File: src/rtl/trigger_pulse_conditioner.sv
// Four independent trigger conditioners: rising-edge detect, fixed-width pulse,
// forced-low holdoff gap, saturating per-channel event counters and sticky miss flags.
module trigger_pulse_conditioner #(
  parameter int unsigned STRETCH = 48,
  parameter int unsigned HOLDOFF = 16,
  parameter int unsigned CNT_W   = 16
) (
  input  logic               clk,
  input  logic               resetn,
  input  logic [3:0]         trig_in,
  input  logic               clear,
  output logic [3:0]         trig_out,
  output logic [4*CNT_W-1:0] evt_count,
  output logic [3:0]         missed,
  output logic               busy
);

  localparam int unsigned NCH   = 4;
  localparam int unsigned TMR_W = 16;
  localparam logic [TMR_W-1:0] STRETCH_LD = TMR_W'(STRETCH - 1);
  localparam logic [TMR_W-1:0] HOLD_LD    = (HOLDOFF == 0) ? '0 : TMR_W'(HOLDOFF - 1);
  localparam logic [CNT_W-1:0] CNT_MAX    = '1;

  typedef enum logic [1:0] {
    IDLE  = 2'd0,
    PULSE = 2'd1,
    GAP   = 2'd2
  } state_e;

  state_e           state_q [NCH];
  state_e           state_d [NCH];
  logic [TMR_W-1:0] tmr_q   [NCH];
  logic [TMR_W-1:0] tmr_d   [NCH];
  logic [CNT_W-1:0] cnt_q   [NCH];
  logic [CNT_W-1:0] cnt_d   [NCH];
  logic [NCH-1:0]   t_q;
  logic [NCH-1:0]   missed_q, missed_d;
  logic [NCH-1:0]   trig_out_q, trig_out_d;
  logic             busy_q, busy_d;
  logic [NCH-1:0]   rise_c;

  assign rise_c = trig_in & ~t_q;

  // Per-channel next state; trig_out and busy follow the state one cycle later.
  always_comb begin
    missed_d   = missed_q;
    trig_out_d = '0;
    busy_d     = 1'b0;
    for (int n = 0; n < NCH; n++) begin
      state_d[n] = state_q[n];
      tmr_d[n]   = tmr_q[n];
      cnt_d[n]   = clear ? '0 : cnt_q[n];
      if (clear) begin
        missed_d[n] = 1'b0;
      end
      // Clear and a coincident edge combine so the edge is never lost.
      if (rise_c[n] && (cnt_d[n] != CNT_MAX)) begin
        cnt_d[n] = cnt_d[n] + CNT_W'(1);
      end
      case (state_q[n])
        IDLE: begin
          if (rise_c[n]) begin
            state_d[n] = PULSE;
            tmr_d[n]   = STRETCH_LD;
          end
        end
        PULSE: begin
          if (tmr_q[n] == '0) begin
            if (HOLDOFF == 0) begin
              state_d[n] = IDLE;
            end else begin
              state_d[n] = GAP;
              tmr_d[n]   = HOLD_LD;
            end
          end else begin
            tmr_d[n] = tmr_q[n] - TMR_W'(1);
          end
        end
        GAP: begin
          if (rise_c[n]) begin
            missed_d[n] = 1'b1;
          end
          if (tmr_q[n] == '0) begin
            state_d[n] = IDLE;
          end else begin
            tmr_d[n] = tmr_q[n] - TMR_W'(1);
          end
        end
        default: begin
          state_d[n] = IDLE;
        end
      endcase
      trig_out_d[n] = (state_q[n] == PULSE);
      busy_d        = busy_d | (state_q[n] != IDLE);
    end
  end

  always_ff @(posedge clk or negedge resetn) begin
    if (!resetn) begin
      t_q        <= '0;
      missed_q   <= '0;
      trig_out_q <= '0;
      busy_q     <= 1'b0;
      for (int n = 0; n < NCH; n++) begin
        state_q[n] <= IDLE;
        tmr_q[n]   <= '0;
        cnt_q[n]   <= '0;
      end
    end else begin
      t_q        <= trig_in;
      missed_q   <= missed_d;
      trig_out_q <= trig_out_d;
      busy_q     <= busy_d;
      for (int n = 0; n < NCH; n++) begin
        state_q[n] <= state_d[n];
        tmr_q[n]   <= tmr_d[n];
        cnt_q[n]   <= cnt_d[n];
      end
    end
  end

  assign trig_out = trig_out_q;
  assign missed   = missed_q;
  assign busy     = busy_q;

  for (genvar g = 0; g < NCH; g++) begin : g_pack
    assign evt_count[g*CNT_W +: CNT_W] = cnt_q[g];
  end

endmodule

File: config.mk
export PLATFORM = sky130hd
export DESIGN_NAME = trigger_pulse_conditioner
export DESIGN_NICKNAME = d
export VERILOG_FILES = /design/src/rtl/trigger_pulse_conditioner.sv
export SDC_FILE = /design/constraint.sdc
export NUM_CORES = 1
export LEC_CHECK = 0
export CORE_UTILIZATION = 55
export CTS_CLUSTER_DIAMETER = 60
export DETAILED_ROUTE_END_ITERATION = 16
export PLACE_DENSITY_LB_ADDON = 0.2
export SLEW_MARGIN = 30
export SYNTH_ARGS = -nofsm -noshare
export SYNTH_HDL_FRONTEND = slang
export SYNTH_SLANG_ARGS = --single-unit
File: constraint.sdc
create_clock -name clk -period 3.27 [get_ports clk]
set_input_delay 0.981 -clock clk [delete_from_list [all_inputs] [get_ports clk]]
set_output_delay 0.981 -clock clk [all_outputs]
set_load 0.005 [all_outputs]
Yosys cells after proc, flatten, opt, wreduce, memory -nomap -nowiden
Cells that the tools add are included.
{"block": "op_classes", "addsub": 8, "eq_ne": 28, "n_mux": 52, "bitwise_logic": 5, "n_reduce_logical": 28}
{"operator": "$mux W16", "count": 20}
{"operator": "$pmux W16 S3", "count": 4}
{"operator": "$add A16 B1 Y16 const B", "count": 4}
{"operator": "$logic_not A16 Y1", "count": 4}
{"operator": "$ne A16 B16 Y1 const B", "count": 4}
{"operator": "$sub A16 B1 Y16 const B", "count": 4}
{"operator": "$mux W2", "count": 12}
{"operator": "$ne A2 B2 Y1 const B", "count": 12}
{"operator": "$pmux W2 S3", "count": 4}
{"operator": "$reduce_and A3 Y1", "count": 8}
{"operator": "$mux W1", "count": 12}
{"operator": "$reduce_bool A3 Y1", "count": 4}
{"operator": "$eq A2 B1 Y1 const B", "count": 4}
{"operator": "$eq A2 B2 Y1 const B", "count": 4}
{"operator": "$logic_not A2 Y1", "count": 4}
{"operator": "$ne A2 B1 Y1 const B", "count": 4}
{"operator": "$reduce_bool A2 Y1", "count": 4}
{"operator": "$and A4 B4 Y4", "count": 1}
{"operator": "$logic_and A1 B1 Y1", "count": 4}
{"operator": "$not A4 Y4", "count": 1}
{"operator": "$or A1 B1 Y1", "count": 3}
{"block": "word_totals", "reg_bits": 149, "input_bits": 7, "out_inout_bits": 73, "elab_cells": 137}

Longest topological paths before layout
{"block": "depth", "word_depth": 4, "ltp_mapped": 11, "depth_no_buf": 7}

Least setup slack after synthesis
OpenSTA, ideal clock, no wires.
{"block": "synth_timing", "kind": "input -> register", "from": "in clear", "to": "reg cnt_q, in the netlist evt_count[43]", "setup_time_ps": 125, "arrival_ps": 3090, "t_required_ps": 3145, "slack_ps": 55, "path_stages": 11, "n_path_buf": 4, "cell_sequence": "buf_2 > buf_2 > clkbuf_1 > nor2b_1 > ha_1 > nand2_1 > nor4_2 > a21oi_1 > buf_2 > nand4_1 > mux2_2"}
{"element": "from (decl)", "line_no": "11", "rtl": "input logic clear,"}
{"element": "to (signal, indexed assignment)", "line_no": "117", "rtl": "cnt_q[n] <= cnt_d[n];"}
{"element": "to (decl)", "line_no": "34", "rtl": "logic [CNT_W-1:0] cnt_q [NCH];"}

==> results.md <==
- For this block, the via count after detailed routing is 7038.
- The TritonCTS buffer count is 17.
- In the post-synthesis netlist, the biggest area contributors are sky130_fd_sc_hd__dfrtp_1 44%, sky130_fd_sc_hd__nor2_1 4.2%, sky130_fd_sc_hd__a21oi_1 3.8%.
- The number of nets handed over by synthesis was 915.
- The chip width is 126 µm.
- Headroom to the max-slew limit came out at 0.563.
- After the last flow step, the layout net total stands at 1005.
- Setup repair after global routing left no endpoint under its margin.
- The number of buffers inserted by port buffering is 79.
- In this run, distinct cell masters in the synthesized netlist total 73.
- Hold is met by 496 ps.
- At the worst endpoint, the arrival time is 2950 ps.
- 0 antenna diodes ended up in the layout.
- STA classifies the critical path endpoint as a register.
- Adding up every negative setup slack in the final design gives 0 ps.
- The area inside the core boundary is 14700 µm².
- The half-perimeter wire length after detailed placement is 13200 µm.
- The flow ran to the end, but the final reports show violations.
- The longest clock path from root to sink contains 2 buffers.
- The worst path required time is 3570 ps.
- The share of synthesized area in the top cell type comes to 0.444.
- The detailed-route vias per instance is 6.02.
- The first detailed-routing pass ran for 11 iterations.
- The congestion estimate from routability-driven global placement came to 0.851.
- The checks that failed: design-rule violations.
- In the routed design, unresolved DRC markers number 8.
- Of the cells placed in the final design, the portion with a size suffix greater than 1 is 0.0933.
- The number of I/O pins is 80.
- The die is 126 µm tall.
- The worst setup path is of the in2reg kind.
- The final layout contains routed wiring with a total length of 18800 µm.
- The leakage dissipation is 4.23 nW.
- The fraction of registers with async set/reset is 1.00.
- The clock tree from TritonCTS is built.
- During synthesis, Yosys emitted a total of 0 warnings.
- Compared with the post-synthesis result, the final layout area differs by 20.5%.
- The worst hold-check path type is reg2reg.
- Total power for the finished layout comes to 5.97 mW.
- In this run, post-CTS hold repair placed 0 buffers.
- The most common flop cell mapped by yosys is sky130_fd_sc_hd__dfrtp_1.
- The synthesized area is 8390 µm².
- The number of resized instances in the post-cts repair step is 0.
- The clock-pin slew on the worst setup and hold paths is 60 ps.
- The worst supply voltage drop on vdd is 0.418 mV.
- After the first detailed-routing iteration, the DRC count stood at 582.
- The final critical path time including I/O delays and setup is 2650 ps.
- The largest clock skew in the final design is 6.54 ps.
- The floorplan has 44 rows.
- The number of antenna violations at the first check in global routing came to 0.
- The share of the Yosys chip area taken by registers is 0.444.
- The first global-routing pass estimated 32600 µm of wire.
- The core utilization of the finished layout is 0.688.
- The slew at the pin closest to its max-slew limit is 637 ps.
- The count of nets left with antenna violations once routing finished came out at 0.
- Along the worst path, the maximum fanout reaches 28.
- The flip-flop and latch count after synthesis is 149.
- Synthesis handed over a netlist of 883 instances.
- The final clock period utilization by the worst path is 0.811.
- The floorplan step defined a die boundary enclosing 15800 µm².
- The most area-hungry cell type in the Yosys netlist is sky130_fd_sc_hd__dfrtp_1.
- The clock latency reported for the late side of the worst-skew pair is 420 ps.
- The hold violation total from the final report is 0.
- The final-layout fill cell count is 1120.
- In this run the number of H-tree levels came out at 4.
- The initial core utilization is 0.571.
- The average wire per standard cell is 16.1 µm.
- The overall routing resource usage is 0.256.
- The pin count of the biggest net entering global routing is 64.
- In this run, synthesis inferred 0 flip-flops with an integrated enable.
- Power spread over the standard cell area amounts to 591 nW/µm².
- The max-cap violation count is 0.
- The achievable frequency is 377 MHz.
- The total of endpoints with negative setup slack in the final report is 0.
- The buffer cell driving the clock tree root is sky130_fd_sc_hd__clkbuf_16.
- The number of clock sinks seen by CTS is 149.
- The number of max-slew violations in the final report is 0.
- The mean area per synthesized cell is 9.50 µm².
- The count of buffers added by post-CTS timing repair for setup is 0.
- The worst setup path is launched from a primary input.
- Summed over all layers, the global routing overflow is 0.
- The via count of the first global-routing pass came to 6716.
-- critical path: stages --
cell,delay (ps)
sky130_fd_sc_hd__buf_2,200
sky130_fd_sc_hd__buf_12,200
sky130_fd_sc_hd__nor2b_1,210
sky130_fd_sc_hd__ha_1,210
sky130_fd_sc_hd__and3b_1,200
sky130_fd_sc_hd__and3_1,250
sky130_fd_sc_hd__nand2_1,190
sky130_fd_sc_hd__nand2_1,170
sky130_fd_sc_hd__mux2_2,340
-- Yosys cell counts (3+ instances only) --
cell and number:
sky130_fd_sc_hd__nor3_1 25, sky130_fd_sc_hd__a211oi_1 8, sky130_fd_sc_hd__mux2i_1 6, sky130_fd_sc_hd__or3_1 10
sky130_fd_sc_hd__a21o_1 3, sky130_fd_sc_hd__and2_1 5, sky130_fd_sc_hd__o21ai_0 36, sky130_fd_sc_hd__xor2_1 27
sky130_fd_sc_hd__xnor2_1 36, sky130_fd_sc_hd__nor2_1 94, sky130_fd_sc_hd__o211ai_1 16, sky130_fd_sc_hd__and3b_1 4
sky130_fd_sc_hd__mux2_2 10, sky130_fd_sc_hd__a21boi_0 4, sky130_fd_sc_hd__nand3b_1 4, sky130_fd_sc_hd__nand2_1 46
sky130_fd_sc_hd__a2bb2oi_1 4, sky130_fd_sc_hd__ha_1 25, sky130_fd_sc_hd__buf_2 7, sky130_fd_sc_hd__o31ai_1 6
sky130_fd_sc_hd__or2_2 6, sky130_fd_sc_hd__o21a_1 7, sky130_fd_sc_hd__or4_1 11, sky130_fd_sc_hd__and4_1 6
sky130_fd_sc_hd__a221oi_1 5, sky130_fd_sc_hd__inv_1 31, sky130_fd_sc_hd__nor4b_1 4, sky130_fd_sc_hd__nand4_1 34
sky130_fd_sc_hd__nand4b_1 7, sky130_fd_sc_hd__o41ai_1 4, sky130_fd_sc_hd__nand2b_1 12, sky130_fd_sc_hd__nand3_1 26
sky130_fd_sc_hd__o21ai_1 4, sky130_fd_sc_hd__nor4_1 11, sky130_fd_sc_hd__nor2b_1 30, sky130_fd_sc_hd__a21oi_1 63
sky130_fd_sc_hd__a31oi_1 6, sky130_fd_sc_hd__buf_1 4, sky130_fd_sc_hd__nor4_2 5, sky130_fd_sc_hd__a22o_1 9
sky130_fd_sc_hd__o2111ai_1 3, sky130_fd_sc_hd__and3_1 13, sky130_fd_sc_hd__dfrtp_1 149, sky130_fd_sc_hd__clkbuf_1 19
-- layout make-up --
cell class | instances | area, µm² | share of cell area
Sequential cell | 149 | 3730 | 0.369
Timing Repair Buffer | 102 | 997 | 0.0986
Tap cell | 184 | 230 | 0.0228
Clock buffer | 19 | 443 | 0.0438
Inverter | 31 | 116 | 0.0115
Multi-Input combinational cell | 672 | 4410 | 0.437
Clock inverter | 13 | 181 | 0.0179
-- where the power goes --
part	total, mW	leakage [nW]	internal (mW)	switching [mW]
Combinational	1.65	1.94	0.655	0.991
Sequential	2.27	1.99	2.05	0.224
Clock	2.05	0.303	1.29	0.759
-- per-stage QoR --
stage	area (µm²)	std cells	setup slack [ps]
finish	10100	1170	619
global route	10100	1170	469
CTS	10100	1170	673
detailed placement	9490	1138	245
global placement	9490	1138	322
floorplan	8390	883	54.9
-- flip-flops by register name, indices dropped and copies added, names as in the netlist --
| name | cells |
|---|---|
| evt_count | 64 |
| tmr_q | 64 |
| state_q | 8 |
| missed | 4 |
| t_q | 4 |
| trig_out | 4 |
| busy | 1 |
-- routing by layer --
metal / GRT usage / vias up / part of all wire / routed length [µm]
met1: 0.373 / 3420 / 0.48 / 9040
met3: 0.0505 / 22 / 0.047 / 881
met4: 0.0725 / 0 / 0.012 / 221
met2: 0.388 / 183 / 0.46 / 8660
met5: 0 / - / 0 / 0
li1: - / 3413 / - / -
-- cells by family (layout without fill, tap and decap cells) --
family / after synthesis / count (layout) / share of synthesized area
simple gates: 365 / 365 / 0.242
compound gates: 203 / 203 / 0.161
flops: 149 / 149 / 0.444
xor+xnor: 63 / 63 / 0.0658
buf+inv: 62 / 165 / 0.0297
fa+ha+maj: 25 / 25 / 0.0373
mux: 16 / 16 / 0.0206
-- layout by cell type (no fill, tap or decap), drive strengths merged, types with 19 or more instances in the layout --
master and instances:
ha 25, dfrtp 149, nand4 34, nand2 46, nor3 26, xnor2 36, nor2b 30, nor2 94
clkdlybuf4s50 77, clkbuf 19, o21ai 41, xor2 27, inv 31, a21oi 65, buf 25, nand3 26
-- worst paths after layout --
path / startpoint / to / slack, ps / cells after the start
worst min register to register: evt_count[63] / evt_count[63] / 500 / 1
worst max register to register: state_q[6] / tmr_q[49] / 800 / 8
worst min-delay path: evt_count[63] / evt_count[63] / 500 / 1
min in group asynchronous: resetn / evt_count[62] / 530 / 1
worst max-delay path: clear / evt_count[49] / 620 / 9
max in group asynchronous: resetn / tmr_q[30] / 1970 / 2
(Power assumes the default switching activity.)
